--- src/rtl/spi_flash_master_if.sv ---
// Command, write-data and read-data handshake between host logic and spi_flash_master.
// The host drives the master modport; the SPI engine takes the slave modport.
interface spi_flash_master_if;
    logic        cmd_valid;
    logic        cmd_ready;
    logic [7:0]  cmd_opcode;
    logic        cmd_has_addr;
    logic [23:0] cmd_addr;
    logic        cmd_dummy;
    logic        cmd_write;
    logic [15:0] cmd_len;
    logic [7:0]  tx_data;
    logic        tx_valid;
    logic        tx_ready;
    logic [7:0]  rx_data;
    logic        rx_strobe;
    logic        done;
    logic        busy;

    modport master (
        output cmd_valid, cmd_opcode, cmd_has_addr, cmd_addr, cmd_dummy, cmd_write, cmd_len,
               tx_data, tx_valid,
        input  cmd_ready, tx_ready, rx_data, rx_strobe, done, busy
    );

    modport slave (
        input  cmd_valid, cmd_opcode, cmd_has_addr, cmd_addr, cmd_dummy, cmd_write, cmd_len,
               tx_data, tx_valid,
        output cmd_ready, tx_ready, rx_data, rx_strobe, done, busy
    );
endinterface

--- src/rtl/spi_flash_master.sv ---
// SPI mode-0 initiator for JEDEC serial-flash commands: opcode, optional 24-bit address,
// optional dummy byte, then 0..65535 data bytes in or out; one command per handshake.
module spi_flash_master #(
    parameter int unsigned CLK_DIV        = 2,
    parameter int unsigned CS_IDLE_CYCLES = 8
) (
    input  logic              clk,
    input  logic              reset,
    spi_flash_master_if.slave bus,
    output logic              spi_cs,
    output logic              spi_sck,
    output logic              spi_mosi,
    input  logic              spi_miso
);
    localparam int unsigned DIV_W = (CLK_DIV > 1) ? $clog2(CLK_DIV) : 1;
    localparam int unsigned GAP_W = (CS_IDLE_CYCLES > 1) ? $clog2(CS_IDLE_CYCLES) : 1;
    localparam logic [DIV_W-1:0] DIV_LAST = DIV_W'(CLK_DIV - 1);
    localparam logic [GAP_W-1:0] GAP_LAST = GAP_W'(CS_IDLE_CYCLES - 1);

    typedef enum logic [3:0] {
        StIdle, StSetup, StOpcode, StAddr, StDummy, StData, StTxWait, StHold, StGap
    } state_e;

    state_e           state_q, state_d, next_st;
    logic [DIV_W-1:0] div_q, div_d;
    logic [GAP_W-1:0] gap_q, gap_d;
    logic [2:0]       bit_q, bit_d;
    logic             cs_q, cs_d, sck_q, sck_d, mosi_q, mosi_d;
    logic [7:0]       tx_sr_q, tx_sr_d, rx_sr_q, rx_sr_d, rx_data_q, rx_data_d;
    logic             rx_strobe_q, rx_strobe_d, done_q, done_d;
    logic [23:0]      addr_q, addr_d;
    logic             has_addr_q, has_addr_d, dummy_q, dummy_d, write_q, write_d;
    logic [15:0]      len_q, len_d;
    logic [1:0]       addr_idx_q, addr_idx_d;
    logic             ready_en_q, miso_s1_q, miso_s2_q;
    logic             div_end, byte_end, tx_take;

    assign div_end = (div_q == DIV_LAST);

    always_ff @(posedge clk or posedge reset) begin
        if (reset) begin
            state_q     <= StIdle;
            div_q       <= '0;
            gap_q       <= '0;
            bit_q       <= 3'd0;
            cs_q        <= 1'b1;
            sck_q       <= 1'b0;
            mosi_q      <= 1'b0;
            tx_sr_q     <= 8'h00;
            rx_sr_q     <= 8'h00;
            rx_data_q   <= 8'h00;
            rx_strobe_q <= 1'b0;
            done_q      <= 1'b0;
            addr_q      <= 24'h0;
            has_addr_q  <= 1'b0;
            dummy_q     <= 1'b0;
            write_q     <= 1'b0;
            len_q       <= 16'h0;
            addr_idx_q  <= 2'd0;
            ready_en_q  <= 1'b0;
            miso_s1_q   <= 1'b0;
            miso_s2_q   <= 1'b0;
        end else begin
            state_q     <= state_d;
            div_q       <= div_d;
            gap_q       <= gap_d;
            bit_q       <= bit_d;
            cs_q        <= cs_d;
            sck_q       <= sck_d;
            mosi_q      <= mosi_d;
            tx_sr_q     <= tx_sr_d;
            rx_sr_q     <= rx_sr_d;
            rx_data_q   <= rx_data_d;
            rx_strobe_q <= rx_strobe_d;
            done_q      <= done_d;
            addr_q      <= addr_d;
            has_addr_q  <= has_addr_d;
            dummy_q     <= dummy_d;
            write_q     <= write_d;
            len_q       <= len_d;
            addr_idx_q  <= addr_idx_d;
            ready_en_q  <= 1'b1;
            miso_s1_q   <= spi_miso;
            miso_s2_q   <= miso_s1_q;
        end
    end

    always_comb begin
        state_d     = state_q;
        next_st     = StHold;
        div_d       = div_q;
        gap_d       = gap_q;
        bit_d       = bit_q;
        cs_d        = cs_q;
        sck_d       = sck_q;
        mosi_d      = mosi_q;
        tx_sr_d     = tx_sr_q;
        rx_sr_d     = rx_sr_q;
        rx_data_d   = rx_data_q;
        rx_strobe_d = 1'b0;
        done_d      = 1'b0;
        addr_d      = addr_q;
        has_addr_d  = has_addr_q;
        dummy_d     = dummy_q;
        write_d     = write_q;
        len_d       = len_q;
        addr_idx_d  = addr_idx_q;
        byte_end    = 1'b0;
        tx_take     = 1'b0;

        unique case (state_q)
            StIdle: begin
                if (ready_en_q && bus.cmd_valid) begin
                    state_d    = StSetup;
                    cs_d       = 1'b0;
                    div_d      = '0;
                    tx_sr_d    = bus.cmd_opcode;
                    addr_d     = bus.cmd_addr;
                    has_addr_d = bus.cmd_has_addr;
                    dummy_d    = bus.cmd_dummy;
                    write_d    = bus.cmd_write;
                    len_d      = bus.cmd_len;
                end
            end
            StSetup: begin
                if (div_end) begin
                    state_d = StOpcode;
                    div_d   = '0;
                    bit_d   = 3'd0;
                    mosi_d  = tx_sr_q[7];
                end else begin
                    div_d = div_q + DIV_W'(1);
                end
            end
            StOpcode, StAddr, StDummy, StData: begin
                if (!div_end) begin
                    div_d = div_q + DIV_W'(1);
                end else if (!sck_q) begin
                    div_d   = '0;
                    sck_d   = 1'b1;
                    rx_sr_d = {rx_sr_q[6:0], miso_s2_q};
                    if (state_q == StData && !write_q && bit_q == 3'd7) begin
                        rx_data_d   = {rx_sr_q[6:0], miso_s2_q};
                        rx_strobe_d = 1'b1;
                    end
                end else begin
                    div_d = '0;
                    sck_d = 1'b0;
                    if (bit_q != 3'd7) begin
                        bit_d   = bit_q + 3'd1;
                        tx_sr_d = {tx_sr_q[6:0], 1'b0};
                        mosi_d  = tx_sr_q[6];
                    end else begin
                        bit_d    = 3'd0;
                        byte_end = 1'b1;
                    end
                end
            end
            StTxWait: begin
                // SCK stays low and CS stays asserted until the host supplies the byte
                if (bus.tx_valid) begin
                    tx_take = 1'b1;
                    tx_sr_d = bus.tx_data;
                    mosi_d  = bus.tx_data[7];
                    div_d   = '0;
                    state_d = StData;
                end
            end
            StHold: begin
                if (div_end) begin
                    div_d   = '0;
                    cs_d    = 1'b1;
                    done_d  = 1'b1;
                    gap_d   = '0;
                    state_d = StGap;
                end else begin
                    div_d = div_q + DIV_W'(1);
                end
            end
            StGap: begin
                if (gap_q == GAP_LAST) state_d = StIdle;
                else                   gap_d   = gap_q + GAP_W'(1);
            end
            default: state_d = StIdle;
        endcase

        // Pick the next byte once the 8th falling SCK edge of the current one is issued
        if (byte_end) begin
            if (state_q == StOpcode && has_addr_q) begin
                next_st    = StAddr;
                addr_idx_d = 2'd2;
            end else if (state_q == StAddr && addr_idx_q != 2'd0) begin
                next_st    = StAddr;
                addr_idx_d = addr_idx_q - 2'd1;
            end else if (state_q == StData) begin
                len_d = len_q - 16'd1;
                if (len_q != 16'd1) next_st = StData;
            end else if (state_q != StDummy && dummy_q) begin
                next_st = StDummy;
            end else if (len_q != 16'd0) begin
                next_st = StData;
            end
            state_d = next_st;
            tx_sr_d = 8'h00;
            if (next_st == StAddr) begin
                case (addr_idx_d)
                    2'd2:    tx_sr_d = addr_q[23:16];
                    2'd1:    tx_sr_d = addr_q[15:8];
                    default: tx_sr_d = addr_q[7:0];
                endcase
            end else if (next_st == StData && write_q) begin
                if (bus.tx_valid) begin
                    tx_take = 1'b1;
                    tx_sr_d = bus.tx_data;
                end else begin
                    state_d = StTxWait;
                end
            end
            mosi_d = tx_sr_d[7];
        end
    end

    assign bus.cmd_ready = (state_q == StIdle) && ready_en_q;
    assign bus.busy      = (state_q != StIdle);
    assign bus.tx_ready  = tx_take;
    assign bus.rx_data   = rx_data_q;
    assign bus.rx_strobe = rx_strobe_q;
    assign bus.done      = done_q;
    assign spi_cs        = cs_q;
    assign spi_sck       = sck_q;
    assign spi_mosi      = mosi_q;
endmodule

--- src/flat_wrapper.sv ---
// flat-port wrapper written by rule: the top's interface ports become plain ports
module spi_flash_master_flat 
#(
    parameter int unsigned CLK_DIV        = 2,
    parameter int unsigned CS_IDLE_CYCLES = 8
)
  (clk, reset, spi_cs, spi_sck, spi_mosi, spi_miso, bus_cmd_valid, bus_cmd_opcode, bus_cmd_has_addr, bus_cmd_addr, bus_cmd_dummy, bus_cmd_write, bus_cmd_len, bus_tx_data, bus_tx_valid, bus_cmd_ready, bus_tx_ready, bus_rx_data, bus_rx_strobe, bus_done, bus_busy);
  spi_flash_master_if bus_i ();
  input  logic clk;
  input  logic reset;
  output logic spi_cs;
  output logic spi_sck;
  output logic spi_mosi;
  input  logic spi_miso;
  input wire logic [$bits(bus_i.cmd_valid)-1:0] bus_cmd_valid;
  input wire logic [$bits(bus_i.cmd_opcode)-1:0] bus_cmd_opcode;
  input wire logic [$bits(bus_i.cmd_has_addr)-1:0] bus_cmd_has_addr;
  input wire logic [$bits(bus_i.cmd_addr)-1:0] bus_cmd_addr;
  input wire logic [$bits(bus_i.cmd_dummy)-1:0] bus_cmd_dummy;
  input wire logic [$bits(bus_i.cmd_write)-1:0] bus_cmd_write;
  input wire logic [$bits(bus_i.cmd_len)-1:0] bus_cmd_len;
  input wire logic [$bits(bus_i.tx_data)-1:0] bus_tx_data;
  input wire logic [$bits(bus_i.tx_valid)-1:0] bus_tx_valid;
  output wire logic [$bits(bus_i.cmd_ready)-1:0] bus_cmd_ready;
  output wire logic [$bits(bus_i.tx_ready)-1:0] bus_tx_ready;
  output wire logic [$bits(bus_i.rx_data)-1:0] bus_rx_data;
  output wire logic [$bits(bus_i.rx_strobe)-1:0] bus_rx_strobe;
  output wire logic [$bits(bus_i.done)-1:0] bus_done;
  output wire logic [$bits(bus_i.busy)-1:0] bus_busy;
  assign bus_i.cmd_valid = bus_cmd_valid;
  assign bus_i.cmd_opcode = bus_cmd_opcode;
  assign bus_i.cmd_has_addr = bus_cmd_has_addr;
  assign bus_i.cmd_addr = bus_cmd_addr;
  assign bus_i.cmd_dummy = bus_cmd_dummy;
  assign bus_i.cmd_write = bus_cmd_write;
  assign bus_i.cmd_len = bus_cmd_len;
  assign bus_i.tx_data = bus_tx_data;
  assign bus_i.tx_valid = bus_tx_valid;
  assign bus_cmd_ready = bus_i.cmd_ready;
  assign bus_tx_ready = bus_i.tx_ready;
  assign bus_rx_data = bus_i.rx_data;
  assign bus_rx_strobe = bus_i.rx_strobe;
  assign bus_done = bus_i.done;
  assign bus_busy = bus_i.busy;
  spi_flash_master #(.CLK_DIV(CLK_DIV), .CS_IDLE_CYCLES(CS_IDLE_CYCLES)) u_core (.clk(clk), .reset(reset), .bus(bus_i), .spi_cs(spi_cs), .spi_sck(spi_sck), .spi_mosi(spi_mosi), .spi_miso(spi_miso));
endmodule
--- config.mk ---
export PLATFORM = sky130hd
export DESIGN_NAME = spi_flash_master_flat
export DESIGN_NICKNAME = d
export VERILOG_FILES = /design/src/rtl/spi_flash_master_if.sv /design/src/rtl/spi_flash_master.sv /design/src/flat_wrapper.sv
export SDC_FILE = /design/constraint.sdc
export NUM_CORES = 1
export LEC_CHECK = 0
export CAP_MARGIN = 10
export CELL_PAD_IN_SITES_DETAIL_PLACEMENT = 0
export CELL_PAD_IN_SITES_GLOBAL_PLACEMENT = 2
export CORE_MARGIN = 10
export CORE_UTILIZATION = 24
export DETAILED_ROUTE_END_ITERATION = 10
export DONT_BUFFER_PORTS = 1
export GPL_ROUTABILITY_DRIVEN = 0
export PLACE_DENSITY_LB_ADDON = 0.1
export SETUP_SLACK_MARGIN = 0.3
export SYNTH_ARGS = -nofsm -noshare
export SYNTH_HDL_FRONTEND = slang
export SYNTH_SLANG_ARGS = --single-unit
--- constraint.sdc ---
create_clock -name clk -period 3.1 [get_ports clk]
set_clock_uncertainty 0.2 [all_clocks]
set_input_delay 0 -clock clk [delete_from_list [all_inputs] [get_ports clk]]
set_output_delay 0 -clock clk [all_outputs]
set_load 0.005 [all_outputs]
==> results.md, run 1 <==
* Status: finished, violations left
* Clk Latency, worst-skew pair at 0.35 ns
* Pwr Total at 2.32 mW
* All-layer global routing usage at 0.122
* Initial core utilization at 0.244
* CP arrival at 2.70 ns
* Unrepaired setup endpoints after global routing: false
* Die width at 158 um
* Reg2reg path depth at 5
* Share of cells above drive strength 1 at 0.152
* Crit-path cells: or3_4 -> or4_4 -> o311a_2 -> and3_4 -> o31a_1
* Clk sinks at 87
* Number of global-route vias before repair at 4127
* Remaining global-route overflow at 0
* Vias at 3924
* Critical path's slowest cell: o311a_2
* Setup tns final at 0 ns
* DRC violations left at 0
* Max FO, Critical Path at 9
* Fin Hold WS at -0.00141 ns
* First-pass GRT wire length at 23.8 mm
* Post-Syn Instances at 505
* Total Routed Length at 14.7 mm
* Placed Cells at 737
* Layout Area Growth over Synthesis at 31.0%
* EDFF count, synth at 0
* CORE AREA at 18800 um2
* Clock transition at the registers of the reported paths at 0.07 ns
* Final Setup Violations at 0
* Most common cell after layout, fill and taps aside: nand2_1
* Finished Layout Cells at 819
* Antenna Diode Count at 0
* Hold Crit Class: primary input to asynchronous set/reset pin
* Pwr Density at 387 nW/um2
* Root Driver: clkbuf_16
* Peak VDD IR at 0.000236 V
* Sequential element share of the synthesized area at 0.475
* Kind of critical path: flip-flop to flip-flop
* FF+latch count, synth at 87
* Startpoint types: flip-flop
* DR vias/cell at 4.79
* FMAX at 0.375 GHz
* CP peak stage delay at 0.53 ns
* Syn avg cell area at 9.09 um2
* Library cells used by synthesis at 65
* I/O pin count at 80
* Worst Tran Pin Value at 0.710 ns
* Finished Cell Area at 6010 um2
* CTS tree: yes
* Max-Cap Viols at 0
* Failing checks: hold timing
* H-tree levels at 3
* Synth Warn # at 0
* Port Buf Inserts at 0
* Fin. Hold Viols at 1
* Total CTS buffers at 9
* Mapped Area at 4590 um2
* Final Cycle Share at 0.860
* Final ANT Viol Nets at 0
* Post-route minimum period at 2.67 ns
* Slew HR at 0.526
* Nets at 654
* Leakage at 2.70 nW
* WL/cell at 18.0 um
* Area post-placement at 5010 um2
* Slew Viols, Final at 0
* Detailed Routing Iterations Pass 1 at 4
* Detailed placer's ending HPWL at 10.5 mm
* Die height at 158 um
* Worst Setup End Kind: flip-flop
* Ys flop type: dfrtp_1
* Die area at 25000 um2
* DR iter-0 viols at 312
* WP data required at 3.14 ns
* Site Rows at 50
* Initial antenna violation count at 0
* Clock buffer depth at 2
* Commonest cells after routing, fill and taps aside: nand2_1, dfrtp_1, dlygate4sd3_1
* Largest net degree at the start of global routing at 52
* Async S/R FF share, synth at 1.00
* Net Count, Synth at 579
## synthesized netlist by cell type, types with 3 or more instances
| cell | n | area [um2] |
|---|---|---|
| a22o_1 | 5 | 43.8 |
| nor2b_1 | 4 | 25.0 |
| a31oi_1 | 3 | 18.8 |
| mux2i_1 | 3 | 30.0 |
| nor2_1 | 42 | 158 |
| clkbuf_1 | 22 | 82.6 |
| ha_1 | 10 | 125 |
| a21oi_1 | 28 | 140 |
| nand2_1 | 113 | 424 |
| nand2b_1 | 6 | 37.5 |
| nand3_1 | 7 | 35.0 |
| dfrtp_1 | 86 | 2150 |
| inv_1 | 17 | 63.8 |
| o21ai_0 | 19 | 95.1 |
| o31ai_1 | 5 | 37.5 |
| buf_2 | 6 | 30.0 |
| a211oi_1 | 3 | 22.5 |
| nor3_1 | 16 | 80.1 |
| a41oi_1 | 5 | 43.8 |
| nor3b_1 | 3 | 22.5 |
| a311oi_1 | 11 | 96.3 |
| nand4_1 | 11 | 68.8 |
| mux2_2 | 19 | 214 |
| a22oi_1 | 10 | 75.1 |
| and2_1 | 4 | 25.0 |
## state kept, by name (all words and copies together) (netlist names), 2 cells and up
| register | count |
|---|---|
| u_core.state_q | 4 |
| u_core.bus.rx_data | 8 |
| u_core.rx_sr_q | 7 |
| u_core.tx_sr_q | 8 |
| u_core.gap_q | 3 |
| u_core.bit_q | 3 |
| u_core.len_q | 16 |
| u_core.addr_q | 24 |
| u_core.addr_idx_q | 2 |
## layout make-up
cell class                      count  area (um2)
Fill cell                        1976       12800
Multi-Input combinational cell    371        2300
Sequential cell                    87        2180
Timing Repair Buffer               94         897
Tap cell                          234         293
Clock buffer                       10         229
Inverter                           17        65.1
Clock inverter                      6        51.3
## worst paths after layout
| path | slack (ns) | endpoint | start |
|---|---|---|---|
| worst max-delay path | 0.43 | u_core.state_q[1] | u_core.len_q[10] |
| max in group asynchronous | 1.95 | u_core.len_q[1] | reset |
| worst min register to register | 0.16 | u_core.miso_s2_q | u_core.miso_s1_q |
| worst min-delay path | -0.001 | u_core.miso_s1_q | reset |
| worst max register to register | 0.43 | u_core.state_q[1] | u_core.len_q[10] |
| min in group clk | 0.04 | u_core.state_q[0] | bus_tx_valid |
## through the flow
step | util | setup WS (ns)
after floorplan | - | 0.461
final | 0.320 | 0.433
after CTS | 0.317 | 0.303
after global placement | 0.267 | 0.313
after detailed placement | 0.267 | 0.316
after global routing | 0.320 | 0.309
## cells by family after synthesis
| group | Yosys count | synth area share |
|---|---|---|
| and+or+nand+nor | 223 | 0.225 |
| buffers and inverters | 47 | 0.0417 |
| AOI/OAI and AO/OA | 113 | 0.172 |
| adders and majority gates | 10 | 0.0273 |
| DFF | 87 | 0.475 |
| xor gates and xnor gates | 2 | 0.00546 |
| muxes | 22 | 0.0532 |
| other | 1 | 0.000817 |
## repair_timing
action / CTS / global route
hold buffers: 65 / 0
pin swaps: 0 / 2
endpoints found under the hold margin: 144 / 0
gates resized for setup: 3 / 16
endpoints found under the setup margin: 4 / 19
buffers inserted: 0 / 1
## power by group
part           switching, mW  internal (mW)
clock                  0.516          0.556
combinational         0.0445         0.0617
sequential           0.00446           1.14
## per-layer routing
layer	vias up	wire (um)	GRT usage
met1	1903	7430	0.173
li1	1950	-	-
met2	56	6680	0.181
met5	-	0	0
met4	0	161	0.0357
met3	15	478	0.0259
## critical path: cells and delay by family, from the launching register on
kind	cells	cell delay [ns]
simple gates	3	1.12
compound gates	2	0.82
flops	1	0.42
No activity file was read; power rests on OpenSTA's default activity.
==> run 2: changes to the inputs <==
==> constraint.sdc (replaced) <==
create_clock -name clk -period 2.55 [get_ports clk]
set_clock_uncertainty 0.2 [all_clocks]
set_input_delay 0 -clock clk [delete_from_list [all_inputs] [get_ports clk]]
set_output_delay 0 -clock clk [all_outputs]
set_load 0.005 [all_outputs]
==> run 2 against run 1 <==
Net effect:
- the flow now finishes without violations
- non-clock buffer count up 36
- total power up 20%
- routed wire length up 3.3%
- critical endpoint is now bus_tx_ready
- register-to-register slack worse by 0.35 ns
- via count up 4.9%
- critical path type is now flip-flop to output pin
- utilization up 3.6 points
- final area up 11%
- combinational power up 23%
==> results.md, run 2 (synthesized netlist as in run 1, its figures left out) <==
* Status: finished, final reports clean
* CORE AREA at 18800 um2
* Slew HR at 0.453
* Hold Crit Class: primary input to asynchronous set/reset pin
* Number of global-route vias before repair at 4338
* Most common cell after layout, fill and taps aside: nand2_1
* DRC violations left at 0
* Layout Area Growth over Synthesis at 45.9%
* Clk Latency, worst-skew pair at 0.35 ns
* WP data required at 2.35 ns
* Number of flip-flops in the largest register at 24
* Final ANT Viol Nets at 0
* FMAX at 0.398 GHz
* Clock buffer depth at 2
* Finished Layout Cells at 855
* Sequential share of power at 0.497
* Remaining global-route overflow at 0
* Die area at 25000 um2
* Peak VDD IR at 0.000286 V
* Post-route minimum period at 2.51 ns
* Startpoint types: flip-flop
* Pwr Total at 2.80 mW
* Vias at 4116
* Area post-placement at 5220 um2
* Root Driver: clkbuf_16
* Fin. Hold Viols at 0
* Site Rows at 50
* Commonest cells after routing, fill and taps aside: nand2_1, dfrtp_1, dlygate4sd3_1
* Share of cells above drive strength 1 at 0.279
* Largest net degree at the start of global routing at 88
* Pint at 2.13 mW
* DR vias/cell at 4.81
* Switch Pwr at 667 uW
* Nets at 690
* Max FO, Critical Path at 2
* Antenna Diode Count at 0
* Total Routed Length at 15.2 mm
* WL/cell at 17.8 um
* CP arrival at 2.31 ns
* Switching share of power at 0.238
* Kind of critical path: flip-flop to output pin
* Initial antenna violation count at 0
* Gate power share at 0.047
* Placed Cells at 756
* Clk sinks at 87
* Worst Tran Pin Value at 0.816 ns
* Worst Setup End Kind: output pin
* Die width at 158 um
* Final Setup Violations at 0
* CTS tree: yes
* Final Cycle Share at 0.985
* Clock transition at the registers of the reported paths at 0.07 ns
* Top flop regs: u_core.addr_q (24), u_core.len_q (16)
* Port Buf Inserts at 0
* Pwr Density at 418 nW/um2
* Total CTS buffers at 9
* Die height at 158 um
* All-layer global routing usage at 0.124
* Initial core utilization at 0.244
* Clock network fraction of total power at 0.456
* DR iter-0 viols at 241
* H-tree levels at 3
* Leakage at 2.95 nW
* Finished Cell Area at 6690 um2
* I/O pin count at 80
* Unrepaired setup endpoints after global routing: true
* Detailed Routing Iterations Pass 1 at 5
* Slew Viols, Final at 0
* First-pass GRT wire length at 24.2 mm
* Biggest register: u_core.addr_q
* Max-Cap Viols at 0
* Detailed placer's ending HPWL at 10.8 mm
==> run 2: cell count changes in the layout (fill, tap and decap cells not counted), moves of 4 or more <==
cell,previous run,this run
buf_6,1,8
buf_4,26,51
a21oi_1,27,13
nor3_1,15,10
a21oi_2,1,13
a311oi_2,0,4
a311oi_1,11,7
==> run 2: area by class of cell <==
cell class	count	area [um2]
multi-input combinational	371	2640
sequential	87	2180
fill	1956	12100
clock buffer	9	225
inverter	17	67.6
timing repair buffer	130	1240
tap	234	293
clock inverter	7	52.6
==> run 2: timing repair <==
action / in CTS / in global routing
setup endpoints to repair: 63 / 38
resized for setup: 38 / 52
pin swaps: 12 / 16
cloned: 0 / 0
hold endpoints to repair: 145 / 0
setup buffers: 11 / 8
hold buffers: 64 / 0
==> run 2: power groups by stage <==
stage	Combinational, mW	Sequential (mW)	Clock [mW]
finish	0.130	1.39	1.28
floorplan	0.0305	1.42	0
CTS	0.135	1.39	1.34
global placement	0.0447	1.42	0
detailed placement	0.0446	1.42	0
global route	0.145	1.39	1.40
==> run 2: path summary, 6_finish.rpt <==
check                      slack, ns                 to                  from  depth (start not counted)
max in group asynchronous       1.66  u_core.state_q[1]                 reset                          3
min                             0.06   u_core.miso_s1_q                 reset                          3
min in group clk                0.08  u_core.state_q[0]          bus_tx_valid                          4
min reg2reg                     0.15   u_core.miso_s2_q      u_core.miso_s1_q                          0
max reg2reg                     0.08    u_core.spi_mosi  u_core.addr_idx_q[1]                         11
max                             0.04       bus_tx_ready      u_core.len_q[10]                          6
==> run 2: metrics by stage <==
| stage | setup TNS (ns) | setup slack, ns | hold slack [ns] | utilization |
|---|---|---|---|---|
| 2_1_floorplan | 0 | 0.0862 | -0.169 | - |
| 3_3_place_gp | -0.376 | -0.144 | -0.168 | 0.278 |
| 3_5_place_dp | -0.768 | -0.146 | -0.168 | 0.278 |
| 4_1_cts | -0.165 | -0.0835 | 0.0647 | 0.341 |
| 5_1_grt | -0.147 | -0.0594 | 0.0909 | 0.357 |
| 6_report | 0 | 0.0371 | 0.0558 | 0.357 |
==> run 2: worst max-delay path: stages (launching register included) <==
cell and delay, ns:
dfrtp_1 0.38, or3_4 0.40, or4_4 0.51, o311a_4 0.35
buf_12 0.13, a21oi_4 0.13, nor2_4 0.06
==> run 2: layer usage <==
| metal | routed length [um] | track usage |
|---|---|---|
| met2 | 6940 | 0.187 |
| met3 | 757 | 0.0294 |
| met5 | 0 | 0 |
| met4 | 169 | 0.0344 |
| met1 | 7360 | 0.172 |
